==> src/rtl/pc_pkg.sv <==
// Shared fetch-path encodings: pcmux select codes, fetch sequencer states and
// the deferred-redirect latch. Also imported by pcmux and the CSR unit.
package pc_pkg;

    typedef enum logic [1:0] {
        PC_SRC_BOOT = 2'b00,
        PC_SRC_EPC  = 2'b01,
        PC_SRC_TRAP = 2'b10,
        PC_SRC_NEXT = 2'b11
    } pc_src_e;

    typedef enum logic [1:0] {
        S_BOOT = 2'b00,
        S_RUN  = 2'b01,
        S_WAIT = 2'b10
    } fetch_state_e;

    // Redirect captured while an AHB data phase is still in flight
    typedef struct packed {
        logic    valid;
        pc_src_e src;
    } pend_t;

    localparam int WAIT_CNT_W = 8;

endpackage

==> src/rtl/pc_fetch_ctrl_wait_timer.sv <==
// AHB wait-state watchdog: counts consecutive stalled wait cycles and flags
// the cycle on which MAX_WAIT is reached. Instantiated only under FETCH_TIMEOUT_EN.
module fetch_wait_timer
    import pc_pkg::*;
#(
    parameter int MAX_WAIT = 255
) (
    input  logic clk_in,
    input  logic rst_in,
    input  logic i_run,
    output logic o_hit
);

    localparam logic [WAIT_CNT_W-1:0] L_LAST = WAIT_CNT_W'(MAX_WAIT - 1);

    logic [WAIT_CNT_W-1:0] r_cnt;

    assign o_hit = i_run && (r_cnt == L_LAST);

    // Restart on every hit so a wait that never ends keeps re-raising the timeout
    always_ff @(posedge clk_in) begin
        if (rst_in) begin
            r_cnt <= '0;
        end else if (!i_run || o_hit) begin
            r_cnt <= '0;
        end else begin
            r_cnt <= r_cnt + 1'b1;
        end
    end

endmodule

==> src/rtl/pc_fetch_ctrl.sv <==
// RV32I fetch sequencer: owns the PC, drives the pcmux select, holds across AHB
// wait states and defers trap/mret redirects. Optional watchdog: FETCH_TIMEOUT_EN.
module pc_fetch_ctrl
    import pc_pkg::*;
#(
    parameter logic [31:0] BOOT_ADDRESS = 32'h0000_0000,
    parameter int          MAX_WAIT     = 255
) (
    input  logic        clk_in,
    input  logic        rst_in,
    input  logic        ahb_ready_in,
    input  logic        stall_in,
    input  logic        branch_taken_in,
    input  logic        trap_taken_in,
    input  logic        mret_in,
    input  logic [31:0] pc_mux_in,
    input  logic        misaligned_instr_logic_in,
    output logic [31:0] pc_out,
    output logic [1:0]  pc_src_out,
    output logic        fetch_valid_out,
    output logic        flush_out,
    output logic        misaligned_trap_out,
    output logic        fetch_timeout_out
);

    fetch_state_e r_state, w_state_nxt;
    logic [31:0]  r_pc, w_pc_nxt;
    pend_t        r_pend, w_pend_nxt;
    pc_src_e      w_src;
    logic         r_flush, w_flush_nxt;
    logic         r_mis, w_mis_nxt;
    logic         r_timeout;
    logic         w_tmo_hit;
    logic         w_redirect;
    logic         w_bad_target;
    logic         w_pend_trap;

    assign w_redirect   = trap_taken_in || mret_in || branch_taken_in;
    // A CSR redirect in the same cycle supersedes a misaligned branch target
    assign w_bad_target = branch_taken_in && misaligned_instr_logic_in &&
                          !trap_taken_in && !mret_in;
    assign w_pend_trap  = r_pend.valid && (r_pend.src == PC_SRC_TRAP);

`ifdef FETCH_TIMEOUT_EN
    fetch_wait_timer #(
        .MAX_WAIT (MAX_WAIT)
    ) u_wait_timer (
        .clk_in (clk_in),
        .rst_in (rst_in),
        .i_run  ((r_state == S_WAIT) && !ahb_ready_in),
        .o_hit  (w_tmo_hit)
    );
`else
    // Watchdog absent: waits are unbounded (MAX_WAIT is never 0, so this is constant low)
    assign w_tmo_hit = (MAX_WAIT == 0);
`endif

    always_ff @(posedge clk_in) begin
        if (rst_in) begin
            r_state   <= S_BOOT;
            r_pc      <= BOOT_ADDRESS;
            r_pend    <= '0;
            r_flush   <= 1'b0;
            r_mis     <= 1'b0;
            r_timeout <= 1'b0;
        end else begin
            r_state   <= w_state_nxt;
            r_pc      <= w_pc_nxt;
            r_pend    <= w_pend_nxt;
            r_flush   <= w_flush_nxt;
            r_mis     <= w_mis_nxt;
            r_timeout <= w_tmo_hit;
        end
    end

    always_comb begin
        w_state_nxt = r_state;
        w_pc_nxt    = r_pc;
        w_pend_nxt  = r_pend;
        w_flush_nxt = 1'b0;
        w_mis_nxt   = 1'b0;
        w_src       = PC_SRC_NEXT;

        case (r_state)
            S_BOOT: begin
                w_src       = PC_SRC_BOOT;
                w_pc_nxt    = pc_mux_in;
                w_state_nxt = S_RUN;
            end

            S_RUN: begin
                if (trap_taken_in) begin
                    w_src = PC_SRC_TRAP;
                end else if (mret_in) begin
                    w_src = PC_SRC_EPC;
                end

                if (!ahb_ready_in) begin
                    w_state_nxt = S_WAIT;
                end else if (w_bad_target) begin
                    w_mis_nxt = 1'b1;
                end else if (!stall_in || w_redirect) begin
                    w_pc_nxt    = pc_mux_in;
                    w_flush_nxt = w_redirect;
                end
            end

            S_WAIT: begin
                if (r_pend.valid) begin
                    w_src = r_pend.src;
                end

                if (ahb_ready_in) begin
                    w_state_nxt = S_RUN;
                    if (r_pend.valid) begin
                        w_pc_nxt    = pc_mux_in;
                        w_flush_nxt = 1'b1;
                        w_pend_nxt  = '0;
                    end
                end else if (trap_taken_in || w_tmo_hit) begin
                    w_pend_nxt.valid = 1'b1;
                    w_pend_nxt.src   = PC_SRC_TRAP;
                end else if (mret_in && !w_pend_trap) begin
                    w_pend_nxt.valid = 1'b1;
                    w_pend_nxt.src   = PC_SRC_EPC;
                end
            end

            default: begin
                w_state_nxt = S_BOOT;
            end
        endcase
    end

    assign pc_out              = r_pc;
    assign pc_src_out          = w_src;
    assign fetch_valid_out     = ahb_ready_in && (r_state == S_RUN);
    assign flush_out           = r_flush;
    assign misaligned_trap_out = r_mis;
    assign fetch_timeout_out   = r_timeout;

endmodule
==> config.mk <==
export PLATFORM = sky130hd
export DESIGN_NAME = pc_fetch_ctrl
export DESIGN_NICKNAME = d
export VERILOG_FILES = /design/src/rtl/pc_pkg.sv /design/src/rtl/pc_fetch_ctrl_wait_timer.sv /design/src/rtl/pc_fetch_ctrl.sv
export SDC_FILE = /design/constraint.sdc
export NUM_CORES = 1
export LEC_CHECK = 0
export ABC_AREA = 1
export BUFFER_PORTS_ARGS = -buffer_cell sky130_fd_sc_hd__buf_4
export CORE_UTILIZATION = 50
export CTS_BUF_LIST = sky130_fd_sc_hd__clkbuf_8
export DETAILED_ROUTE_END_ITERATION = 6
export GPL_ROUTABILITY_DRIVEN = 0
export GPL_TIMING_DRIVEN = 0
export PLACE_DENSITY_LB_ADDON = 0.05
export SKIP_CTS_REPAIR_TIMING = 1
export SYNTH_ARGS = -nofsm -noshare
export SYNTH_HDL_FRONTEND = slang
export SYNTH_SLANG_ARGS = --single-unit
==> constraint.sdc <==
create_clock -name clk_in -period 2.5 [get_ports clk_in]
set_clock_uncertainty 0.05 [all_clocks]
set_input_delay 0.25 -clock clk_in [delete_from_list [all_inputs] [get_ports clk_in]]
set_output_delay 0.25 -clock clk_in [all_outputs]
set_load 0.05 [all_outputs]
==> impl_metrics.tcl, run 1 <==
set metrics [dict create \
    die_x_um 64.16 \
    worstPathMaxFanout 8 \
    cts_tree "done" \
    max_freq_ghz 0.4817 \
    setup_tns_ps 0 \
    vias 1908 \
    syn_area_per_cell_sq_um 7.051 \
    powerDensity_mw_per_mm2 1202 \
    routed_via_density 4.700 \
    grt_max_degree 12 \
    drtAntennaViolNets 0 \
    yosys.area.top_type "dfxtp_1" \
    yosys_warnings 0 \
    ios 78 \
    crit_required_ps 2200 \
    place_area_sq_mm 0.002562 \
    drive_above_1_share 0.2793 \
    first_global_vias 1671 \
    cts_sinks 39 \
    nets 402 \
    synth_edf_count 0 \
    port-buffer-count 76 \
    grt_pass1_wl_mm 7.113 \
    hold_viol 0 \
    setup.worst_path.class "reg2out" \
    route.final.wire_length_mm 4.154 \
    yosysUniqueCellTypes 23 \
    floorplan.core_area_sq_mm 0.003689 \
    drtIter0Drc 118 \
    worst_hold_slack_ps 119.0 \
    wl_met3_um 211 \
    synthesis.area_sq_mm 0.001932 \
    overflow 0 \
    slew_headroom 0.6311 \
    fin_area_sq_mm 0.002644 \
    clk_path_buf_depth 2 \
    ctsRootBufferMaster "clkbuf_8" \
    num_rows 22 \
    clk_pin_slew_ps 70 \
    outcome "finished clean" \
    async_flop_share 0 \
    grt_setup_unrepaired "no" \
    n_antenna_cell 0 \
    worstMarginPinSlew_ps 551.6 \
    synth_seq_cells 39 \
    cap_violations 0 \
    drc_errors 0 \
    final.min_clock_period_ps 2076 \
    hp-class "in2reg" \
    ff2ff_setup_slack_ps 480 \
    yosys-top-cells-area "dfxtp_1 40%, nand3_1 9.8%, a21oi_1 9.3%" \
    netlist_instances 274 \
    area_growth_syn_to_layout_pct 36.85 \
    die_y_um 64.16 \
    drt-met1-wl_mm 2.053 \
    start_util 0.5237 \
    critPathLaunchType "flop" \
    drt_pass1_iterations 4 \
    clk_latency_ps 280 \
    wl_met2_mm 1.864 \
    syn-num-nets 319 \
    ys_seq_area_frac 0.4041 \
    final_cell_mix "77 x buf_4, 43 x nand2_1, 42 x inv_1, 41 x nor2_1, 39 x dfxtp_1" \
    drv_slew 0 \
    cts_max_level 2 \
    antenna_found_initial 0 \
    topRoutingLayerUsed "met4" \
    synth_top_cell_area_share 0.4041 \
    hpwl_mm 2.956 \
    finalCritPeriodShare 0.8303 \
    cts_buffers 5 \
    setup_viol 0 \
    synth-main-ff-cell "dfxtp_1" \
    layout.cells.most_common "buf_4" \
    die-area_sq_mm 0.004117 \
    critPathCaptureType "output pin" \
    cp.arrival_ps 1780 \
    peakVddDrop_mv 0.6189 \
    wire_per_inst_um 10.23 \
    leakage_uw 0.001480 \
    grt_usage 0.2192 \
]
[cell type report]
cell class,count,area (sq um)
flip-flops and latches,39,780.7
plain buffers,17,155.1
multi-input cells,176,837.1
well taps,48,60.06
repair buffers,76,570.5
fillers,340,1045
clock inverters,3,12.51
inverters,42,158.9
clock buffers,5,68.82
[flip-flops by register name (all words and copies together), names as in the netlist]
name                 count
r_pend                   3
flush_out                1
misaligned_trap_out      1
r_state                  2
pc_out                  32
[worst max-delay path, stage by stage, from the launching register on]
cell      delay, ps
dfxtp_1         420
inv_1            90
ha_1            220
buf_6           140
clkinv_2         50
nor2_2           50
a2111o_1        340
buf_4           190
[path summary, 6_finish.rpt]
check | depth (start not counted) | from | end
worst max-delay path | 7 | r_state[0]$_SDFFE_PP0P_ | pc_src_out[1]
worst min register to register | 2 | r_pend[0]$_SDFFE_PP0P_ | r_pend[0]$_SDFFE_PP0P_
worst max register to register | 10 | r_state[0]$_SDFFE_PP0P_ | pc_out[19]$_SDFFE_PP0P_
worst min-delay path | 2 | rst_in | r_pend[0]$_SDFFE_PP0P_
[power breakdown]
part,leakage (uW),switching [uW],internal (uW)
Sequential,0.000324,105,810
Combinational,0.00111,1220,645
Clock,0.0000505,204,188
[stage by stage]
stage | setup WS, ps | std cells | total power, uW | util
finish | 424.1 | 406 | 3177 | 0.7168
global route | 312.4 | 406 | 3398 | 0.7168
CTS | 420.1 | 406 | 3199 | 0.7168
detailed placement | 490.7 | 398 | 2804 | 0.6947
global placement | 537.8 | 398 | 2788 | 0.6947
floorplan | 748.8 | 274 | 2313 | -
[cells in the mapped netlist, types with 2 or more instances]
cell type   n
nand2_1    43
nor2_1     41
inv_1      40
dfxtp_1    39
nand3_1    38
a21oi_1    36
buf_6      10
ha_1        5
o21ai_0     4
clkbuf_1    3
buf_2       2
nor3_1      2
[kinds of logic (layout without fill, tap and decap cells)]
logic type	after synthesis	in the layout	synth area share
adder cells (fa/ha/maj)	5	5	0.03238
AND/OR/NAND/NOR	127	127	0.2817
flip-flops	39	39	0.4041
buffers and inverters	59	143	0.1626
AO/OA/AOI/OAI	43	43	0.1172
other	1	1	0.001941
[metal layers]
metal,vias up,global-route usage
li1,1020,-
met2,49,0.3670
met1,837,0.2693
met4,0,0.05833
met3,2,0.07143
met5,-,0
No activity file was read; power rests on OpenSTA's default activity.
==> run 2: changes to the inputs <==
CORE_UTILIZATION = 45   (was 50)
clock period = 1.8 ns   (was 2.5 ns; I/O delays follow)
==> impl_metrics.tcl, run 2 (synthesis gave the netlist of run 1 again) <==
set metrics [dict create \
    worstPathMaxFanout 6 \
    grt_usage 0.1999 \
    route.final.wire_length_mm 4.451 \
    setup.worst_path.class "reg2out" \
    crit_start "r_state[0]$_SDFFE_PP0P_" \
    multiInputGateArea_sq_um 872.1 \
    clk_pin_slew_ps 70 \
    cts_buffers 5 \
    cp.arrival_ps 1560 \
    path_cells "inv_4 > ha_4 > inv_4 > nor2_4 > a2111o_1 > buf_6" \
    powerDensity_mw_per_mm2 1670 \
    ff2ff_setup_slack_ps 110 \
    peakVddDrop_mv 0.9935 \
    layout.cells.most_common "buf_4" \
    hpwl_mm 3.033 \
    cp_slowest_cell "dfxtp_4" \
    clk_path_buf_depth 2 \
    critPathMaxStageDelay_ps 390 \
    rr_endpoint "pc_out[9]$_SDFFE_PP0P_" \
    critPathLaunchType "flop" \
    die-area_sq_mm 0.004559 \
    num_rows 23 \
    finalCritPeriodShare 0.9966 \
    first_global_vias 1631 \
    ios 78 \
    largest_register_ffs 32 \
    final.min_clock_period_ps 1794 \
    rr_worst_depth 11 \
    grt_max_degree 12 \
    fin_util 0.6750 \
    drtIter0Drc 122 \
    fin_cells 412 \
    r2r-start "r_state[0]$_SDFFE_PP0P_" \
    vias 1971 \
    port-buffer-count 76 \
    min_to "r_pend[0]$_SDFFE_PP0P_" \
    setup_viol 0 \
    overflow 0 \
    hold_viol 0 \
    n_antenna_cell 0 \
    drive_above_1_share 0.3066 \
    grt_pass1_wl_mm 6.962 \
    cts_tree "done" \
    leakage_uw 0.001505 \
    cts_sinks 39 \
    cts_max_level 2 \
    dpl.cell_count 400 \
    critPathCaptureType "output pin" \
    drtAntennaViolNets 0 \
    hp-class "in2reg" \
    wire_per_inst_um 10.80 \
    die_x_um 67.52 \
    clk_latency_ps 280 \
    crit_required_ps 1570 \
    area_growth_syn_to_layout_pct 41.77 \
    routed_via_density 4.784 \
    start_util 0.4761 \
    drt_pass1_iterations 4 \
    nets 406 \
    ctsRootBufferMaster "clkbuf_8" \
    final_cell_mix "79 x buf_4, 43 x nand2_1, 41 x inv_1, 40 x nor2_1, 38 x nand3_1" \
    drv_slew 0 \
    crit_top_cell "inv_4" \
    die_y_um 67.52 \
    hold_start "rst_in" \
    holdPathStages 2 \
    outcome "finished clean" \
    floorplan.core_area_sq_mm 0.004058 \
    max_freq_ghz 0.5575 \
    antenna_found_initial 0 \
    cap_violations 0 \
    drc_errors 0 \
    grt_setup_unrepaired "yes" \
    seqCellArea_sq_um 788.3 \
    fillers 384 \
]
## run 2: cell types whose count changed in the layout (fill, tap and decap cells not counted), sizes merged
| cell | before | now |
|---|---|---|
| buf | 89 | 93 |
| clkinv | 3 | 2 |
| inv | 42 | 43 |
## run 2: worst max-delay path by stage
stage	to	slack, ps
2_1_floorplan	pc_out[10]$_SDFFE_PP0P_	50
3_3_place_gp	pc_out[13]$_SDFFE_PP0P_	-170
3_5_place_dp	pc_out[22]$_SDFFE_PP0P_	-180
4_1_cts	pc_src_out[1]	-210
5_1_grt	pc_src_out[1]	-50
6_report	pc_src_out[1]	6
## run 2: layer usage
metal  track usage  wire, um
met1        0.2433      2029
met2        0.3441      2142
met3       0.04054       220
met4       0.07181        58
met5             0         0
## run 2: where the power goes
group	leakage [uW]	switching [uW]	total, uW	internal, uW
Combinational	0.00113	1740	2720	986
Clock	0.0000505	289	550	261
Sequential	0.000325	165	1300	1130
Total	0.00150	2190	4570	2380
## run 2: cell type report
type	instances	area share
Sequential cell	39	0.2878
Buffer	16	0.05254
Multi-Input combinational cell	176	0.3184
Clock buffer	5	0.02513
Tap cell	50	0.02284
Inverter	42	0.05939
Timing Repair Buffer	81	0.2293
Clock inverter	3	0.004568
## run 2: stage by stage
stage	TNS (ps)	power [uW]	hold slack (ps)	setup slack (ps)	cell area, sq um
4_1_cts	-5986	4461	37.40	-210.1	2646
5_1_grt	-101.3	4889	40.56	-53.17	2739
2_1_floorplan	0	3213	199.1	48.85	1932
3_5_place_dp	-5170	3904	343.8	-182.6	2565
6_report	0	4573	42.42	6.196	2739
3_3_place_gp	-4683	3882	344.0	-166.3	2565
## run 2: critical path, delay by kind of cell (launching register included)
kind / cells / cell delay (ps)
fa+ha+maj: 1 / 180
buf+inv: 3 / 280
compound gates: 1 / 390
flops: 1 / 390
simple gates: 1 / 40
